### src/rtl/udma_eth_rx_frame_ctrl.sv
// uDMA ethernet RX channel config registers plus frame-length descriptor queue.
// Tracks received frame lengths and stalls RX when software falls behind.
module udma_eth_rx_frame_ctrl #(
    parameter int          L2_AWIDTH_NOAL = 12,
    parameter int          TRANS_SIZE     = 16,
    parameter int          RX_FIFO_DEPTH  = 1024,
    parameter int          NUM_DESC       = 4,
    parameter int          LEN_W          = 16,
    parameter logic [31:0] VERSION        = 32'h0002_0001,
    parameter int          FIFO_LOG       = $clog2(RX_FIFO_DEPTH),
    parameter int          DESC_LOG       = $clog2(NUM_DESC)
) (
    input  logic                      clk_i,
    input  logic                      rst_i,
    input  logic [31:0]               cfg_data_i,
    input  logic [4:0]                cfg_addr_i,
    input  logic                      cfg_valid_i,
    input  logic                      cfg_rwn_i,
    output logic [31:0]               cfg_data_o,
    output logic                      cfg_ready_o,
    output logic [L2_AWIDTH_NOAL-1:0] cfg_rx_startaddr_o,
    output logic [TRANS_SIZE-1:0]     cfg_rx_size_o,
    output logic                      cfg_rx_continuous_o,
    output logic                      cfg_rx_en_o,
    output logic                      cfg_rx_clr_o,
    input  logic                      cfg_rx_en_i,
    input  logic                      cfg_rx_pending_i,
    input  logic [L2_AWIDTH_NOAL-1:0] cfg_rx_curr_addr_i,
    input  logic [TRANS_SIZE-1:0]     cfg_rx_bytes_left_i,
    input  logic                      rx_byte_valid_i,
    input  logic                      rx_eof_i,
    input  logic [FIFO_LOG:0]         rx_fifo_elements_i,
    output logic                      rx_blocked_o,
    output logic                      irq_o
);

    localparam logic [4:0] A_SADDR  = 5'h00;
    localparam logic [4:0] A_SIZE   = 5'h01;
    localparam logic [4:0] A_CFG    = 5'h02;
    localparam logic [4:0] A_WHOAMI = 5'h03;
    localparam logic [4:0] A_FCFG   = 5'h07;
    localparam logic [4:0] A_FIFON  = 5'h08;
    localparam logic [4:0] A_FSTAT  = 5'h09;
    localparam logic [4:0] A_FHEAD  = 5'h0A;
    localparam logic [4:0] A_FPOP   = 5'h0B;

    localparam logic [DESC_LOG:0]  DESC_FULL = (DESC_LOG+1)'(NUM_DESC);
    localparam logic [FIFO_LOG:0]  FIFO_FULL = (FIFO_LOG+1)'(RX_FIFO_DEPTH);
    localparam logic [LEN_W-1:0]   LEN_MAX   = {LEN_W{1'b1}};

    logic [L2_AWIDTH_NOAL-1:0] saddr_q, saddr_d;
    logic [TRANS_SIZE-1:0]     size_q, size_d;
    logic                      cont_q, cont_d;
    logic                      en_p_q, en_p_d;
    logic                      clr_p_q, clr_p_d;
    logic                      mode_q, mode_d;
    logic                      irq_en_q, irq_en_d;
    logic                      force_blk_q, force_blk_d;
    logic                      legacy_blk_q, legacy_blk_d;
    logic                      ovf_q, ovf_d;
    logic                      irq_q, irq_d;
    logic                      eof_q;
    logic [LEN_W-1:0]          byte_cnt_q, byte_cnt_d;
    logic [DESC_LOG:0]         count_q, count_d;
    logic [DESC_LOG-1:0]       head_q, head_d;
    logic [DESC_LOG-1:0]       tail_q, tail_d;
    logic [LEN_W-1:0]          desc_q [NUM_DESC];

    logic             wr_en, rd_en;
    logic             eof_ev, full, empty;
    logic             push, pop, drop;
    logic [LEN_W-1:0] frame_len;
    logic             unused_w;

    assign wr_en  = cfg_valid_i & ~cfg_rwn_i;
    assign rd_en  = cfg_valid_i & cfg_rwn_i;
    assign eof_ev = rx_eof_i & ~eof_q;
    assign full   = (count_q == DESC_FULL);
    assign empty  = (count_q == '0);
    assign push   = eof_ev & ~full;
    assign drop   = eof_ev & full;
    assign pop    = wr_en & (cfg_addr_i == A_FPOP) & ~empty;

    // Length of the frame closing now, counting a byte arriving this cycle
    assign frame_len = (byte_cnt_q == LEN_MAX) ? LEN_MAX
                     : byte_cnt_q + LEN_W'(rx_byte_valid_i);

    assign unused_w = ^cfg_data_i;

    // Next-state for config, frame tracking and blocking state
    always_comb begin
        saddr_d      = saddr_q;
        size_d       = size_q;
        cont_d       = cont_q;
        en_p_d       = 1'b0;
        clr_p_d      = 1'b0;
        mode_d       = mode_q;
        irq_en_d     = irq_en_q;
        force_blk_d  = force_blk_q;
        legacy_blk_d = legacy_blk_q;
        ovf_d        = ovf_q;
        count_d      = count_q;
        head_d       = head_q;
        tail_d       = tail_q;
        byte_cnt_d   = byte_cnt_q;
        irq_d        = irq_en_q & ~empty;

        if (wr_en) begin
            case (cfg_addr_i)
                A_SADDR: saddr_d = cfg_data_i[L2_AWIDTH_NOAL-1:0];
                A_SIZE:  size_d  = cfg_data_i[TRANS_SIZE-1:0];
                A_CFG: begin
                    cont_d  = cfg_data_i[0];
                    en_p_d  = cfg_data_i[4];
                    clr_p_d = cfg_data_i[6];
                end
                A_FCFG: begin
                    mode_d      = cfg_data_i[1];
                    irq_en_d    = cfg_data_i[2];
                    force_blk_d = cfg_data_i[0];
                    if (!cfg_data_i[0]) legacy_blk_d = 1'b0;
                end
                A_FSTAT: if (cfg_data_i[17]) ovf_d = 1'b0;
                default: ;
            endcase
        end

        if (rx_byte_valid_i && byte_cnt_q != LEN_MAX)
            byte_cnt_d = byte_cnt_q + 1'b1;
        if (eof_ev) begin
            byte_cnt_d = '0;
            if (!mode_q) legacy_blk_d = 1'b1;
        end
        if (drop) ovf_d = 1'b1;

        if (push) tail_d = tail_q + 1'b1;
        if (pop)  head_d = head_q + 1'b1;
        if (push && !pop)      count_d = count_q + 1'b1;
        else if (pop && !push) count_d = count_q - 1'b1;
    end

    // State registers with synchronous reset
    always_ff @(posedge clk_i) begin
        if (rst_i) begin
            saddr_q      <= '0;
            size_q       <= '0;
            cont_q       <= 1'b0;
            en_p_q       <= 1'b0;
            clr_p_q      <= 1'b0;
            mode_q       <= 1'b0;
            irq_en_q     <= 1'b0;
            force_blk_q  <= 1'b0;
            legacy_blk_q <= 1'b0;
            ovf_q        <= 1'b0;
            irq_q        <= 1'b0;
            eof_q        <= 1'b0;
            byte_cnt_q   <= '0;
            count_q      <= '0;
            head_q       <= '0;
            tail_q       <= '0;
            for (int i = 0; i < NUM_DESC; i++) desc_q[i] <= '0;
        end else begin
            saddr_q      <= saddr_d;
            size_q       <= size_d;
            cont_q       <= cont_d;
            en_p_q       <= en_p_d;
            clr_p_q      <= clr_p_d;
            mode_q       <= mode_d;
            irq_en_q     <= irq_en_d;
            force_blk_q  <= force_blk_d;
            legacy_blk_q <= legacy_blk_d;
            ovf_q        <= ovf_d;
            irq_q        <= irq_d;
            eof_q        <= rx_eof_i;
            byte_cnt_q   <= byte_cnt_d;
            count_q      <= count_d;
            head_q       <= head_d;
            tail_q       <= tail_d;
            if (push) desc_q[tail_q] <= frame_len;
        end
    end

    // Combinational register read mux
    always_comb begin
        cfg_data_o = '0;
        if (rd_en) begin
            case (cfg_addr_i)
                A_SADDR:  cfg_data_o[L2_AWIDTH_NOAL-1:0] = cfg_rx_curr_addr_i;
                A_SIZE:   cfg_data_o[TRANS_SIZE-1:0] = cfg_rx_bytes_left_i;
                A_CFG: begin
                    cfg_data_o[5] = cfg_rx_pending_i;
                    cfg_data_o[4] = cfg_rx_en_i;
                    cfg_data_o[0] = cont_q;
                end
                A_WHOAMI: cfg_data_o = VERSION;
                A_FCFG: begin
                    cfg_data_o[0] = rx_blocked_o;
                    cfg_data_o[1] = mode_q;
                    cfg_data_o[2] = irq_en_q;
                    cfg_data_o[3] = (rx_fifo_elements_i == FIFO_FULL);
                end
                A_FIFON:  cfg_data_o[FIFO_LOG:0] = rx_fifo_elements_i;
                A_FSTAT: begin
                    cfg_data_o[DESC_LOG:0] = count_q;
                    cfg_data_o[16] = full;
                    cfg_data_o[17] = ovf_q;
                end
                A_FHEAD: begin
                    cfg_data_o[31] = ~empty;
                    if (!empty) cfg_data_o[LEN_W-1:0] = desc_q[head_q];
                end
                default: ;
            endcase
        end
    end

    assign cfg_ready_o         = 1'b1;
    assign cfg_rx_startaddr_o  = saddr_q;
    assign cfg_rx_size_o       = size_q;
    assign cfg_rx_continuous_o = cont_q;
    assign cfg_rx_en_o         = en_p_q;
    assign cfg_rx_clr_o        = clr_p_q;
    assign rx_blocked_o        = force_blk_q | legacy_blk_q | (mode_q & full);
    assign irq_o               = irq_q;

endmodule

### config.mk
export PLATFORM = sky130hd
export DESIGN_NAME = udma_eth_rx_frame_ctrl
export DESIGN_NICKNAME = d
export VERILOG_FILES = /design/src/rtl/udma_eth_rx_frame_ctrl.sv
export SDC_FILE = /design/constraint.sdc
export NUM_CORES = 1
export LEC_CHECK = 0
export CAP_MARGIN = 30
export CELL_PAD_IN_SITES_DETAIL_PLACEMENT = 0
export CELL_PAD_IN_SITES_GLOBAL_PLACEMENT = 2
export CORE_ASPECT_RATIO = 0.7
export CORE_MARGIN = 10
export CORE_UTILIZATION = 33
export DETAILED_ROUTE_END_ITERATION = 7
export PLACE_DENSITY_LB_ADDON = 0.1
export RECOVER_POWER = 100
export SYNTH_ARGS = -nofsm -noshare
export SYNTH_HDL_FRONTEND = slang
export SYNTH_SLANG_ARGS = --single-unit
### constraint.sdc
create_clock -name clk_i -period 5.16 [get_ports clk_i]
set_clock_uncertainty 0.15 [all_clocks]
set_input_delay 1.032 -clock clk_i [delete_from_list [all_inputs] [get_ports clk_i]]
set_output_delay 1.032 -clock clk_i [all_outputs]
set_load 0.02 [all_outputs]
==> impl_metrics.toml, run 1 <==
[final_layout]
multiInputGateArea_um2 = 2710
finalNonFillerCells = 995
regArea_um2 = 3180
layout_commonest_cell = "nor2_1"
drive_gt1_share_pct = 9.23
fill_cells = 1756
layout_common_cells = "nor2_1 (116), nand2_1 (93), clkdlybuf4s50_1 (66)"
stdcell_area_um2 = 8120
final_util_pct = 44.6
nNetsFinal = 834
area_growth_pct = 31.4

[clocking]
clk_latency_ns = 0.42
cts_tree = "yes"
cts_resized = 0
clock-sinks = 127
ctsHoldBuffers = 0
htreeDepth = 4
cts_setup_buffers = 0
numCtsBuffers = 17
clkSlewWorstSetupHoldPaths_ns = 0.06
clockBufferDepth = 2
clock-root-buffer = "clkbuf_16"

[critical_path]
cp-end-kind = "primary output"
cp_slowest_cell = "dlygate4sd3_1"
cpLargestDelayFamily = "buffers and inverters"
crit_path_cell_trace = "dlygate4sd3_1 -> nand2_1 -> nor4b_1 -> buf_4 -> a222oi_1 -> a21oi_1 -> clkdlybuf4s50_1"
worstPathMaxFanout = 11
cp_num_buf_inv = 3
worstPathRequired_ns = 3.98
arrival_ns = 3.79
critPathMaxStageDelay_ns = 0.81
critPathKind = "in -> out"
crit_start = "cfg_addr_i[0]"
startpoint_type = "input pin"
r2r-start = "count_q[1]"

[synth]
avgSynthCellArea_um2 = 9.85
ys_seq_area_share_pct = 51.6
ys_ff_latch = 127
syn_area_um2 = 6170
ys_types = 55
ys_async_sr_fraction_pct = 0
synth-edff-count = 64
synthFlopType = "edfxtp_1"
netlist_instances = 627
ys_warn_count = 0

[die]
dieArea_um2 = 24700
fp-row-count = 41
start_util_pct = 33.9
core-area_um2 = 18200
die_h_um = 134
io_pins = 150
dieWidth_um = 183

[routing]
via_per_inst = 5.07
drtAntennaViolNets = 0
first_iter_violations = 454
wl_um = 18700
drc_errors = 0
wire_per_inst_um = 18.8
dr.pass1.iters = 7
vias = 5045

[global_routing]
track_usage_pct = 15.2
grt_max_degree = 47
overflow = 0
grt_pass1_wl_um = 29300
grt_pass1_vias = 5017
antenna_found_initial = 1

[place]
postPlaceCellArea_um2 = 7580
portBuffers = 120
dpl.cell_count = 962
dp_hpwl_um = 13600
place_congestion = 0.887

[sta]
min_period_over_period_pct = 96.4
setup_violations = 0
slew_headroom_pct = -44.1
final_max_slew_viol_count = 47
hold_viol_final = 0
min_period_ns = 4.97
setup_tns_ns = 0
max_freq_ghz = 0.201
rsz0062_at_grt = "false"
worst_slew_pin_slew_ns = 2.16

[outcome]
status = "finished with violations"
violations = "max-capacitance violations, max-slew violations"

[power_and_ir_drop]
peakVddDrop_mv = 0.224
leakagePower_nw = 2.86
power_density_nw_per_um2 = 306

[job]
maxCapViolCount = 1

[worst_hold_path]
hp-start = "cfg_rx_startaddr_o[8]"
hp-class = "reg -> reg"
==> Yosys cell counts (11+ instances only) <==
master,n,share of area (%)
nor2_1,116,7.1
a222oi_1,13,2.1
buf_2,20,1.6
clkbuf_1,12,0.73
nand3_1,14,1.1
nand2_1,92,5.6
mux4_2,16,5.8
xor2_1,11,1.6
o21ai_0,12,0.97
buf_4,16,1.9
xnor2_1,12,1.7
a21oi_1,43,3.5
edfxtp_1,64,31
dfxtp_1,63,20
==> worst paths after layout <==
path	end	slack, ns	depth (start not counted)
min	cfg_rx_startaddr_o[8]	0.30	2
min reg2reg	cfg_rx_startaddr_o[8]	0.30	2
max	cfg_data_o[2]	0.19	7
max reg2reg	desc_q[0][11]	1.47	9
==> where the power goes <==
part	total [mW]	leakage [nW]	switching [mW]	internal, mW
logic	0.206	1.41	0.116	0.0900
clock network	1.17	0.278	0.488	0.679
registers	1.11	1.17	0.0189	1.09
==> worst register-to-register path, delay by kind of cell (launching register included) <==
| kind | cells | cell delay, ns |
|---|---|---|
| buf+inv | 4 | 1.28 |
| flops | 1 | 0.49 |
| simple gates | 5 | 1.41 |
==> cells by family (layout without fill, tap and decap cells) <==
group	Yosys count	in the layout	share of synthesized area [%]
XOR/XNOR	23	23	3.26
buffers and inverters	61	180	5.13
flip-flops	127	127	51.6
adder cells (fa/ha/maj)	5	5	1.13
multiplexers	26	26	7.46
other	2	15	0.122
AO/OA/AOI/OAI	89	89	9.22
AND/OR/NAND/NOR	294	294	22.1
==> flip-flops by register name (all words and copies together) (netlist names), 2 cells and up, named ones only <==
| register | cells |
|---|---|
| count_q | 3 |
| head_q | 2 |
| tail_q | 2 |
| cfg_rx_startaddr_o | 12 |
| byte_cnt_q | 16 |
| desc_q | 64 |
| cfg_rx_size_o | 16 |
==> final cells by class <==
cell class                      count  share of cell area [%]
Timing Repair Buffer              141                    16.2
Tap cell                          236                    3.64
Inverter                            7                   0.324
Sequential cell                   127                    39.2
Clock buffer                       17                    5.24
Antenna cell                        1                  0.0308
Multi-Input combinational cell    451                    33.4
Clock inverter                     15                    1.88
==> through the flow <==
stage | setup WS, ns | power, mW | hold WS, ns
after floorplan | 1.43 | 1.24 | 0.304
after global placement | 0.281 | 1.34 | 0.293
after detailed placement | 0.246 | 1.35 | 0.297
after CTS | 0.228 | 2.52 | 0.306
after global routing | 0.0536 | 2.59 | 0.322
final | 0.186 | 2.49 | 0.300
==> layer usage <==
layer	GRT usage (%)	routed length, µm	vias up
met4	3.77	154	0
met1	22.4	9310	2390
met5	0	0	-
li1	-	-	2454
met3	5.02	1820	14
met2	20.6	7440	187
(Power assumes the default switching activity.)
==> inputs of run 2 (changes only) <==
--- a/constraint.sdc
+++ b/constraint.sdc
@@ -4,2 +4,2 @@
 set_output_delay 1.032 -clock clk_i [all_outputs]
-set_load 0.02 [all_outputs]
+set_load 0.01 [all_outputs]
==> run 2 against run 1 <==
  * The run still ends with max-capacitance violations, max-slew violations left
  * Global-route usage down 0.20 points
  * Core utilization down 0.10 points
  * Sequential power about the same
  * Final cell count unchanged
  * Combinational power down 3%
  * First-iteration DRC count down 3.5%
  * Via count up 0.40%
  * Final area down 0.23%
  * Largest cell class unchanged
  * Critical path depth unchanged
  * Highest routed layer unchanged
  * Clock power about the same
  * Sequential share of layout area up 0.091 points
==> impl_metrics.toml, run 2 (synthesized netlist as in run 1, its figures left out) <==
[outcome]
status = "finished with violations"
violations = "max-capacitance violations, max-slew violations"

[clocking]
clock-root-buffer = "clkbuf_16"
numCtsBuffers = 17
clockBufferDepth = 2
htreeDepth = 4
cts_tree = "yes"
ctsHoldBuffers = 0
clk_latency_ns = 0.41
cts_setup_buffers = 0
clock-sinks = 127
cts_resized = 0
clkSlewWorstSetupHoldPaths_ns = 0.06

[critical_path]
crit_start = "cfg_addr_i[1]"
worstPathMaxFanout = 5
cp_num_buf_inv = 3
arrival_ns = 3.75
cpLargestDelayFamily = "buffers and inverters"
r2r-start = "count_q[2]"
cp-end-kind = "primary output"
critPathMaxStageDelay_ns = 0.66
critPathKind = "in -> out"
crit_cells = 7
rr_worst_depth = 8
timing.rr.end = "desc_q[0][4]"
cpMostUsedCell = "dlygate4sd3_1"
startpoint_type = "input pin"
worstPathRequired_ns = 3.98
ff2ff_setup_slack_ns = 1.13
cp_slowest_cell = "dlygate4sd3_1"
setup.worst_path.end = "cfg_data_o[2]"
crit_path_cell_trace = "dlygate4sd3_1 -> nand2_1 -> nor4b_1 -> clkbuf_1 -> a222oi_1 -> a21oi_1 -> dlygate4sd3_1"

[final_layout]
drive_gt1_share_pct = 9.10
layout_commonest_cell = "nor2_1"
layout_common_cells = "nor2_1 (116), nand2_1 (93), clkdlybuf4s50_1 (66)"
finalNonFillerCells = 995
area_growth_pct = 31.1
nNetsFinal = 834
fill_cells = 1765
top_register = "desc_q"
stdcell_area_um2 = 8100
largest_reg_flops = 64

[sta]
slew_headroom_pct = -39.0
final_max_slew_viol_count = 47
min_period_ns = 4.93
min_period_over_period_pct = 95.5
setup_tns_ns = 0
max_freq_ghz = 0.203
worst_slew_pin_slew_ns = 2.08
hold_viol_final = 0
rsz0062_at_grt = "false"
setup_violations = 0

[routing]
wire_per_inst_um = 18.9
wl_um = 18800
vias = 5065
drtAntennaViolNets = 0
first_iter_violations = 438
drc_errors = 0
via_per_inst = 5.09
dr.pass1.iters = 5

[die]
dieWidth_um = 183
die_h_um = 134
fp-row-count = 41
io_pins = 150
core-area_um2 = 18200
dieArea_um2 = 24700
start_util_pct = 33.9

[place]
portBuffers = 120
place_congestion = 0.870
dp_hpwl_um = 13700
dpl.cell_count = 962
postPlaceCellArea_um2 = 7580

[power_and_ir_drop]
clkPwrFrac_pct = 46.4
p_int_mw = 1.85
p_switching_uw = 596
pwr-share-seq_pct = 45.4
finalPower_mw = 2.45
peakVddDrop_mv = 0.204
p_sw_share_pct = 24.3
leakagePower_nw = 2.85
p_comb_share_pct = 8.2
power_density_nw_per_um2 = 303

[worst_hold_path]
hold_depth = 2
hp-class = "reg -> reg"

[global_routing]
grt_pass1_vias = 5015
grt_max_degree = 47
track_usage_pct = 15.0
grt_pass1_wl_um = 28900
overflow = 0
antenna_found_initial = 1

[job]
maxCapViolCount = 1
==> run 2: per-stage QoR <==
stage,hold slack [ns],setup WS [ns],utilization [%]
final,0.299,0.232,44.5
after global routing,0.324,0.178,44.5
after CTS,0.306,0.464,44.7
after detailed placement,0.297,0.493,41.6
after global placement,0.293,0.418,41.6
after floorplan,0.304,1.59,-
==> run 2: tightest hold or removal path, cell delays in order, from the launching register on <==
cell and delay [ns]:
dfxtp_1 0.30, nand2_1 0.05, a21oi_1 0.05
==> run 2: layer usage <==
layer	vias to the layer above	wire [µm]	global-route usage, %
li1	2450	-	-
met1	2409	9430	21.6
met2	196	7490	21.0
met3	10	1780	5.10
met4	0	116	3.45
met5	-	0	0
==> run 2: power by group through the flow <==
stage | Sequential (mW) | Clock, mW | Combinational [mW]
final | 1.11 | 1.14 | 0.200
after global routing | 1.12 | 1.22 | 0.217
after CTS | 1.11 | 1.17 | 0.208
after detailed placement | 1.13 | 0 | 0.206
after global placement | 1.13 | 0 | 0.204
after floorplan | 1.13 | 0 | 0.109
==> run 2: worst min-delay path by stage <==
stage,endpoint,from
final,cfg_rx_startaddr_o[4],cfg_rx_startaddr_o[4]
after global routing,cfg_rx_startaddr_o[4],cfg_rx_startaddr_o[4]
after CTS,cfg_rx_startaddr_o[4],cfg_rx_startaddr_o[4]
after detailed placement,cfg_rx_size_o[2],cfg_rx_size_o[2]
after global placement,cfg_rx_size_o[5],cfg_rx_size_o[5]
after floorplan,legacy_blk_q,legacy_blk_q
==> run 2: layout make-up <==
cell class / count / area, µm² / share of cell area, %
clock buffers: 18 / 429 / 5.30
inverters: 7 / 26.3 / 0.325
diodes: 1 / 2.50 / 0.0309
clock inverters: 14 / 134 / 1.65
well taps: 236 / 295 / 3.65
multi-input cells: 451 / 2710 / 33.5
flip-flops and latches: 127 / 3180 / 39.3
repair buffers: 141 / 1310 / 16.2
==> inputs of run 3 (changes only) <==
CAP_MARGIN = 10   (was 30)
==> results of run 3 <==
Same layout as run 2: the final DEF is identical, and so are final timing and power.
